==> src/rtl/instr_inv_queue.sv <==
// rtl/instr_inv_queue.sv - instruction-coherency invalidation queue feeding icache and branch predictor
// Optional store-line coalescing when INSTR_INV_COALESCE_EN is defined.
module instr_inv_queue #(
  parameter int DEPTH  = 4,
  parameter int LINE_W = 4,
  parameter int LA_W   = 30 - $clog2(LINE_W)
) (
  input  logic            clk,
  input  logic            rst,
  input  logic            inv_valid,
  input  logic [29:0]     inv_addr,
  output logic            icache_inv_valid,
  output logic [LA_W-1:0] icache_inv_addr,
  input  logic            icache_inv_ack,
  output logic            bp_inv_valid,
  output logic [LA_W-1:0] bp_inv_addr,
  input  logic            bp_inv_ack,
  output logic            flush_all_req,
  input  logic            flush_all_ack,
  output logic            empty
);

  localparam int PW = $clog2(DEPTH);
  localparam int CW = PW + 1;
  localparam int OW = $clog2(LINE_W);

  typedef enum logic [1:0] {IDLE, ISSUE, FLUSH} state_t;

  state_t          state;
  logic [PW-1:0]   head, tail;
  logic [CW-1:0]   count, count_nxt;
  logic            ic_done, bp_done, ovf_pend;
  logic [LA_W-1:0] mem [DEPTH];

  logic [LA_W-1:0] key;
  logic            ic_fin, bp_fin, pop, drop, push, overflow, ovf_nxt;

  assign key = inv_addr[29:OW];

  assign icache_inv_valid = (state == ISSUE) && !ic_done;
  assign bp_inv_valid     = (state == ISSUE) && !bp_done;
  assign icache_inv_addr  = (state == ISSUE) ? mem[head] : '0;
  assign bp_inv_addr      = (state == ISSUE) ? mem[head] : '0;
  assign flush_all_req    = (state == FLUSH);
  assign empty            = (state == IDLE) && (count == '0) && !ovf_pend;

  // An ack only counts while the matching valid is up.
  assign ic_fin = ic_done || (icache_inv_ack && icache_inv_valid);
  assign bp_fin = bp_done || (bp_inv_ack && bp_inv_valid);
  assign pop    = (state == ISSUE) && (count != '0) && ic_fin && bp_fin;

`ifdef INSTR_INV_COALESCE_EN
  // Match against the youngest entry, unless it is the head leaving this cycle.
  assign drop = inv_valid && (count != '0) && (mem[tail - PW'(1)] == key)
                && !(pop && count == CW'(1));
`else
  assign drop = 1'b0;
`endif

  assign push      = inv_valid && !drop && ((count < CW'(DEPTH)) || pop);
  assign overflow  = inv_valid && !drop && (count == CW'(DEPTH)) && !pop;
  assign ovf_nxt   = ovf_pend || overflow;
  assign count_nxt = count + CW'(push) - CW'(pop);

  always_ff @(posedge clk) begin
    if (push) mem[tail] <= key;
  end

  always_ff @(posedge clk or posedge rst) begin
    if (rst) begin
      state    <= IDLE;
      head     <= '0;
      tail     <= '0;
      count    <= '0;
      ic_done  <= 1'b0;
      bp_done  <= 1'b0;
      ovf_pend <= 1'b0;
    end else begin
      head     <= pop  ? head + PW'(1) : head;
      tail     <= push ? tail + PW'(1) : tail;
      count    <= count_nxt;
      ovf_pend <= ovf_nxt;
      ic_done  <= pop ? 1'b0 : ic_fin;
      bp_done  <= pop ? 1'b0 : bp_fin;

      case (state)
        IDLE: begin
          if (ovf_pend) state <= FLUSH;
          else if (push) state <= ISSUE;
        end
        ISSUE: begin
          if (pop) begin
            if (ovf_nxt) state <= FLUSH;
            else if (count_nxt == '0) state <= IDLE;
          end
        end
        FLUSH: begin
          if (flush_all_ack) begin
            if (ovf_nxt) state <= FLUSH;
            else if (count_nxt != '0) state <= ISSUE;
            else state <= IDLE;
          end
        end
        default: state <= IDLE;
      endcase

      // Entering (or re-entering) FLUSH discards everything queued so far.
      if ((state == IDLE && ovf_pend) || (state == ISSUE && pop && ovf_nxt) ||
          (state == FLUSH && flush_all_ack && ovf_nxt)) begin
        head     <= '0;
        tail     <= '0;
        count    <= '0;
        ovf_pend <= 1'b0;
        ic_done  <= 1'b0;
        bp_done  <= 1'b0;
      end
    end
  end

endmodule

==> config.mk <==
export PLATFORM = sky130hd
export DESIGN_NAME = instr_inv_queue
export DESIGN_NICKNAME = d
export VERILOG_FILES = /design/src/rtl/instr_inv_queue.sv
export SDC_FILE = /design/constraint.sdc
export NUM_CORES = 1
export LEC_CHECK = 0
export CAP_MARGIN = 10
export CORE_MARGIN = 3
export CORE_UTILIZATION = 50
export DETAILED_ROUTE_END_ITERATION = 12
export DONT_BUFFER_PORTS = 1
export PLACE_DENSITY = 0.63
export SYNTH_ARGS = -nofsm -noshare
export SYNTH_HDL_FRONTEND = slang
export SYNTH_SLANG_ARGS = --single-unit
==> constraint.sdc <==
create_clock -name clk -period 7.9 [get_ports clk]
set_clock_uncertainty 0.05 [all_clocks]
set_input_delay 0.79 -clock clk [delete_from_list [all_inputs] [get_ports clk]]
set_output_delay 0.79 -clock clk [all_outputs]
set_load 0.03 [all_outputs]
==> metrics, run 1 <==
status completed; mapped cell area 5250 sq um; EDFF count, synth 112; Post-synth ARST share 9.68%; worst slew pin tran 1.03 ns; share of layout cells above drive strength 1 roughly 22%; final number of hold-violating endpoints 0; clock root buffer clkbuf_8; kind of start point of the critical path flip-flop; number of global-route vias before repair approximately 2,500; site row count 36; total gr overflow 0; CTS tree built; Longest Clk Path Bufs 2; CTS buffer count 17; DRC Markers 0; final-report setup violation count 0; CP arrival 2.56 ns; die footprint 11,800 sq um; Yosys warnings 0; distinct cell type count after synthesis 38; clock latency on the worst-skew pair 0.50 ns; first-pass GRT wire length 13,400 um; drt first pass iters 4; top_reg_cell synth edfxtp_1; initial antenna violation count 0; die width 108 um; H-Tree Level Count 4; Critical Path RT 7.06 ns; area delta synth->final 8.70%; DRT iter0 DRCs 99; final wirelength 8650 um; Vias 2,291; Starting Density 52.5%; total track usage 16.0%; Setup TNS 0 ns; # IOs 96; cells after synthesis 289; worst setup path class reg2out; wire per inst 20.8 um; Syn Area/Cell 18.2 sq um; Max Clk Rate 0.294 GHz; maxcap violations 0; Routed Antenna Nets 0; Placer Congestion 0.738; Chip Height 108 um; largest net degree at the start of global routing 33; PortBufs 0; Setup Buffers After CTS 0; # clock sinks 124; cts repair resizes 0; syn nets 332; Hold/Removal Path Class in2async; crit path capture type output port; vias per inst between 5 and 6; slew margin rel. a little under a third; Seq/Total Area, Yosys a little over two thirds; Synth Register Bits 124; CTS clk-pin slew, worst paths 0.05 ns; core region area about 10000 sq um; Final min period 3.40 ns; RSZ-0062 raised after global routing false; diodes inserted 0; CTS Hold Bufs 0; Max FO, Critical Path 32; HPWL Detailed ~5200 um; nets approximately 310; Final Max Slew Viols 0; Final Cycle Share 43.0%
==> registers in the layout, indices dropped and copies added, names as in the netlist <==
register / flops
tail: 2
bp_done: 1
ovf_pend: 1
mem: 112
ic_done: 1
count: 3
head: 2
state: 2
==> cell usage in the layout, fill, tap and decap left out, types with 2 or more instances in the layout <==
master / synthesis / layout
clkinvlp_4: 0 / 2
nor2_1: 11 / 11
a21oi_1: 2 / 2
bufinv_16: 0 / 2
clkinv_1: 0 / 3
ha_1: 6 / 6
and2_1: 32 / 28
and2_2: 0 / 4
nor3_2: 2 / 2
clkinv_2: 0 / 3
mux4_2: 28 / 28
a211oi_1: 2 / 2
clkbuf_16: 0 / 16
dfrtp_1: 12 / 11
o21ai_0: 2 / 2
nor2b_1: 4 / 3
clkbuf_1: 5 / 3
o32ai_1: 2 / 2
mux2i_1: 2 / 2
inv_1: 9 / 9
a21o_1: 2 / 2
nor3_1: 4 / 4
edfxtp_1: 112 / 112
buf_4: 29 / 2
==> cell families after synthesis <==
family | after synthesis | synth area share [%]
adders and majority gates | 7 | 1.81
xor gates and xnor gates | 2 | 0.596
buffers and inverters | 48 | 5.60
DFF | 124 | 69.8
muxes | 30 | 12.4
and+or+nand+nor | 62 | 7.25
AOI/OAI and AO/OA | 16 | 2.50
==> synth_stat cells (4+ instances only) <==
cell type    n  area [sq um]
and2_1      32           200
buf_2        4          20.0
buf_4       29           218
clkbuf_1     5          18.8
dfrtp_1     12           300
edfxtp_1   112          3360
ha_1         6          75.1
inv_1        9          33.8
mux4_2      28           631
nor2_1      11          41.3
nor2b_1      4          25.0
nor3_1       4          20.0
==> stage by stage <==
stage | cell area [sq um] | utilization [%] | hold slack (ns) | setup slack, ns | cells
after floorplan | 5250 | - | 0.488 | 5.05 | 289
after CTS | 5700 | 57.0 | 0.131 | 4.40 | 415
after global placement | 5180 | 51.8 | 0.530 | 4.86 | 385
after detailed placement | 5180 | 51.8 | 0.544 | 4.80 | 385
after global routing | 5700 | 57.0 | 0.150 | 4.29 | 415
final | 5700 | 57.0 | 0.130 | 4.50 | 415
==> critical path, stage by stage, from the launching register on <==
cell     delay [ns]
dfrtp_2        1.04
mux4_2         0.62
and2_1         0.39
==> per-layer routing <==
metal | part of all wire, % | GRT usage (%) | vias to the layer above
met5 | 0 | 0 | -
met4 | 0.64 | 5.59 | 0
met3 | 8.3 | 7.64 | 6
met2 | 51 | 25.2 | 64
met1 | 40 | 19.6 | 1177
li1 | - | - | 1044
==> layout make-up <==
type | count | area, sq um
Clock inverter | 10 | 101
Fill cell | 764 | 4300
Timing Repair Buffer | 2 | 15.0
Inverter | 9 | 33.8
Clock buffer | 20 | 425
Tap cell | 133 | 166
Sequential cell | 124 | 3660
Multi-Input combinational cell | 117 | 1300
==> worst paths after layout <==
| path | start | to | slack [ns] | depth (start not counted) |
|---|---|---|---|---|
| max reg2reg | state[1] | state[0] | 4.91 | 12 |
| min reg2reg | tail[0] | tail[0] | 0.55 | 2 |
| max | head[0] | icache_inv_addr[0] | 4.50 | 2 |
| min | rst | ic_done | 0.13 | 1 |
| min in group clk | inv_addr[14] | mem[2][12] | 0.33 | 0 |
| max in group asynchronous | rst | head[0] | 7.32 | 1 |
Power of run 1 is left out: the tool's default activity adds up to more than one toggle a clock period on the data nets, which glitch-free logic cannot reach.
==> run 2, diff against run 1 <==
--- a/config.mk
+++ b/config.mk
@@ -10,7 +10,7 @@
 export CORE_UTILIZATION = 50
 export DETAILED_ROUTE_END_ITERATION = 12
 export DONT_BUFFER_PORTS = 1
-export PLACE_DENSITY = 0.63
+export PLACE_DENSITY = 0.66
 export SYNTH_ARGS = -nofsm -noshare
 export SYNTH_HDL_FRONTEND = slang
 export SYNTH_SLANG_ARGS = --single-unit
==> constraint.sdc (replaced) <==
create_clock -name clk -period 2.8 [get_ports clk]
set_clock_uncertainty 0.05 [all_clocks]
set_input_delay 0.28 -clock clk [delete_from_list [all_inputs] [get_ports clk]]
set_output_delay 0.28 -clock clk [all_outputs]
set_load 0.03 [all_outputs]
==> run 2 against run 1 <==
Net effect: via count rose by 13%; flip-flop and latch count did not move; global-route usage rose by 1.7 points; die area did not move; worst setup slack got worse by 4.3 ns; non-clock buffer count rose by 72; highest routed layer unchanged; first-iteration DRC count rose by 46%; sequential share of layout area fell by 7.1 points.
==> metrics, run 2 (synthesis results as in run 1) <==
CTS tree built; status completed; final-report setup violation count 0 (unchanged); CTS buffer count 17 (unchanged); reg2reg start state[1]; worst slew pin tran 0.683 ns (-0.346 ns); # clock sinks 124 (unchanged); worst hold path depth 3; Clk network pwr share 23.4%; commonest non-fill, non-tap cells in the layout edfxtp_1 (112), buf_4 (37), dlygate4sd3_1 (32), and2_1 (29), mux4_2 (28); Largest regs mem (112), count (3); CP arrival 2.27 ns (-0.29 ns); largest net degree at the start of global routing 27 (-18%); slew margin rel. 54.4% (+23 points); Vias 2,598 (+13%); site row count 36 (unchanged); die width 108 um (unchanged); crit path capture type output port; max reg flops 112 (unchanged); Placed Area 5540 sq um (+7.0%); r2r setup slk 0.23 ns (-4.68 ns); total gr overflow 0 (unchanged); HPWL Detailed 5700 um (+11%); Routed Antenna Nets 0 (unchanged); Final Max Slew Viols 0 (unchanged); worst r2r dst state[0]; final number of hold-violating endpoints 0 (unchanged); worst setup path class reg2out; Max Clk Rate around 0.38 GHz; worst hold path endpoint bp_done; worst r2r path cells 12 (unchanged); total track usage 17.7% (+1.7 points); Sw Share roughly two fifths; nets 386 (+23%); Sw Pwr 3.35 mW; clock root buffer clkbuf_8; Longest Clk Path Bufs 2 (unchanged); PortBufs 0 (unchanged); fin area 6420 sq um (+13%); Design Power 8.49 mW; Hold/Removal Path Class in2reg; Starting Density 52.5% (unchanged); # IOs 96 (unchanged); Max VDD drop 0.697 mV; number of global-route vias before repair 2,767 (+11%); core region area 10000 sq um (unchanged); Critical Path RT 2.47 ns (-4.59 ns); vias per inst 5.32 (-3.6%); kind of start point of the critical path flip-flop; Setup TNS 0 ns (unchanged); Leak 2.28 nW; CTS clk-pin slew, worst paths 0.06 ns (about the same); DRT iter0 DRCs 145 (+46%); Int Power 5.14 mW; commonest non-fill, non-tap cell in the layout edfxtp_1; sequential share of power 32.2%; Hold Crit Start icache_inv_ack; diodes inserted 0 (unchanged); Setup Buffers After CTS 0 (unchanged); Max FO, Critical Path 14 (-56%); Most flops, register mem; H-Tree Level Count 4 (unchanged); PwrDens 1320 nW/um^2; initial antenna violation count 0 (unchanged); clock latency on the worst-skew pair 0.50 ns (about the same); drt first pass iters 4 (unchanged); Chip Height 108 um (unchanged); wire per inst 19.2 um (-8.0%); Placer Congestion 0.761 (+3.2%); die footprint 11,800 sq um (unchanged); combinational power share about 44%; first-pass GRT wire length 15,000 um (+12%); RSZ-0062 raised after global routing false; DRC Markers 0 (unchanged); share of layout cells above drive strength 1 30.1% (+7.8 points); Final Cycle Share 93.0%; area delta synth->final 22.3%; final wirelength 9360 um (+8.2%); hold_ws 0.0350 ns (-0.0950 ns); Final min period 2.60 ns; maxcap violations 0 (unchanged)
[run 2: worst max path at each step]
stage | from | endpoint | slack (ns) | cells past startpoint
global route | bp_done | state[0] | 0.07 | 12
finish | head[0] | bp_inv_addr[5] | 0.20 | 4
floorplan | state[1] | state[0] | 0.12 | 13
global placement | state[1] | state[0] | 0.15 | 12
detailed placement | state[1] | state[0] | 0.09 | 12
CTS | head[0] | bp_inv_addr[5] | 0.02 | 4
[run 2: critical path, stage by stage (launching register included)]
cell and delay, ns:
dfrtp_4 0.62, buf_4 0.26, mux4_2 0.50, and2_1 0.19, buf_4 0.20
[run 2: area by class of cell]
class | count | area, sq um
clock buffers | 17 | 414
multi-input cells | 117 | 1310
fillers | 718 | 3580
inverters | 9 | 33.8
well taps | 133 | 166
repair buffers | 74 | 698
flip-flops and latches | 124 | 3670
clock inverters | 14 | 130
[run 2: power groups by stage]
stage	registers, mW	clock network [mW]	logic [mW]
final	2.73	1.99	3.77
after floorplan	2.65	0	3.23
after global routing	2.79	2.11	4.04
after detailed placement	2.77	0	3.74
after global placement	2.75	0	3.71
after CTS	2.73	2.02	3.81
[run 2: routing by layer]
metal | wire, um | share of wire [%] | global-route usage (%) | vias up
li1 | - | - | - | 1195
met5 | 0 | 0 | 0 | -
met4 | 110 | 1.2 | 7.39 | 0
met2 | 4650 | 50 | 28.4 | 90
met1 | 3990 | 43 | 22.7 | 1303
met3 | 607 | 6.5 | 5.13 | 10
[run 2: what timing repair did]
| action | CTS | global route |
|---|---|---|
| endpoints found under the setup margin | 0 | 13 |
| resized for setup | 0 | 4 |
| hold buffers | 32 | 0 |
| hold endpoints to repair | 128 | 0 |
[run 2: through the flow]
stage,worst slack (ns),utilization [%],instances
2_1_floorplan,0.115,-,289
3_3_place_gp,0.153,55.4,425
3_5_place_dp,0.0935,55.4,425
4_1_cts,0.0165,64.0,488
5_1_grt,0.0682,64.2,488
6_report,0.197,64.2,488
No activity file was read; power rests on OpenSTA's default activity.
==> run 3, diff against run 2 <==
--- a/config.mk
+++ b/config.mk
@@ -5,7 +5,7 @@
 export SDC_FILE = /design/constraint.sdc
 export NUM_CORES = 1
 export LEC_CHECK = 0
-export CAP_MARGIN = 10
+export CAP_MARGIN = 20
 export CORE_MARGIN = 3
 export CORE_UTILIZATION = 50
 export DETAILED_ROUTE_END_ITERATION = 12
==> results of run 3 <==
The final DEF is identical to that of run 2; final timing and power are the same.
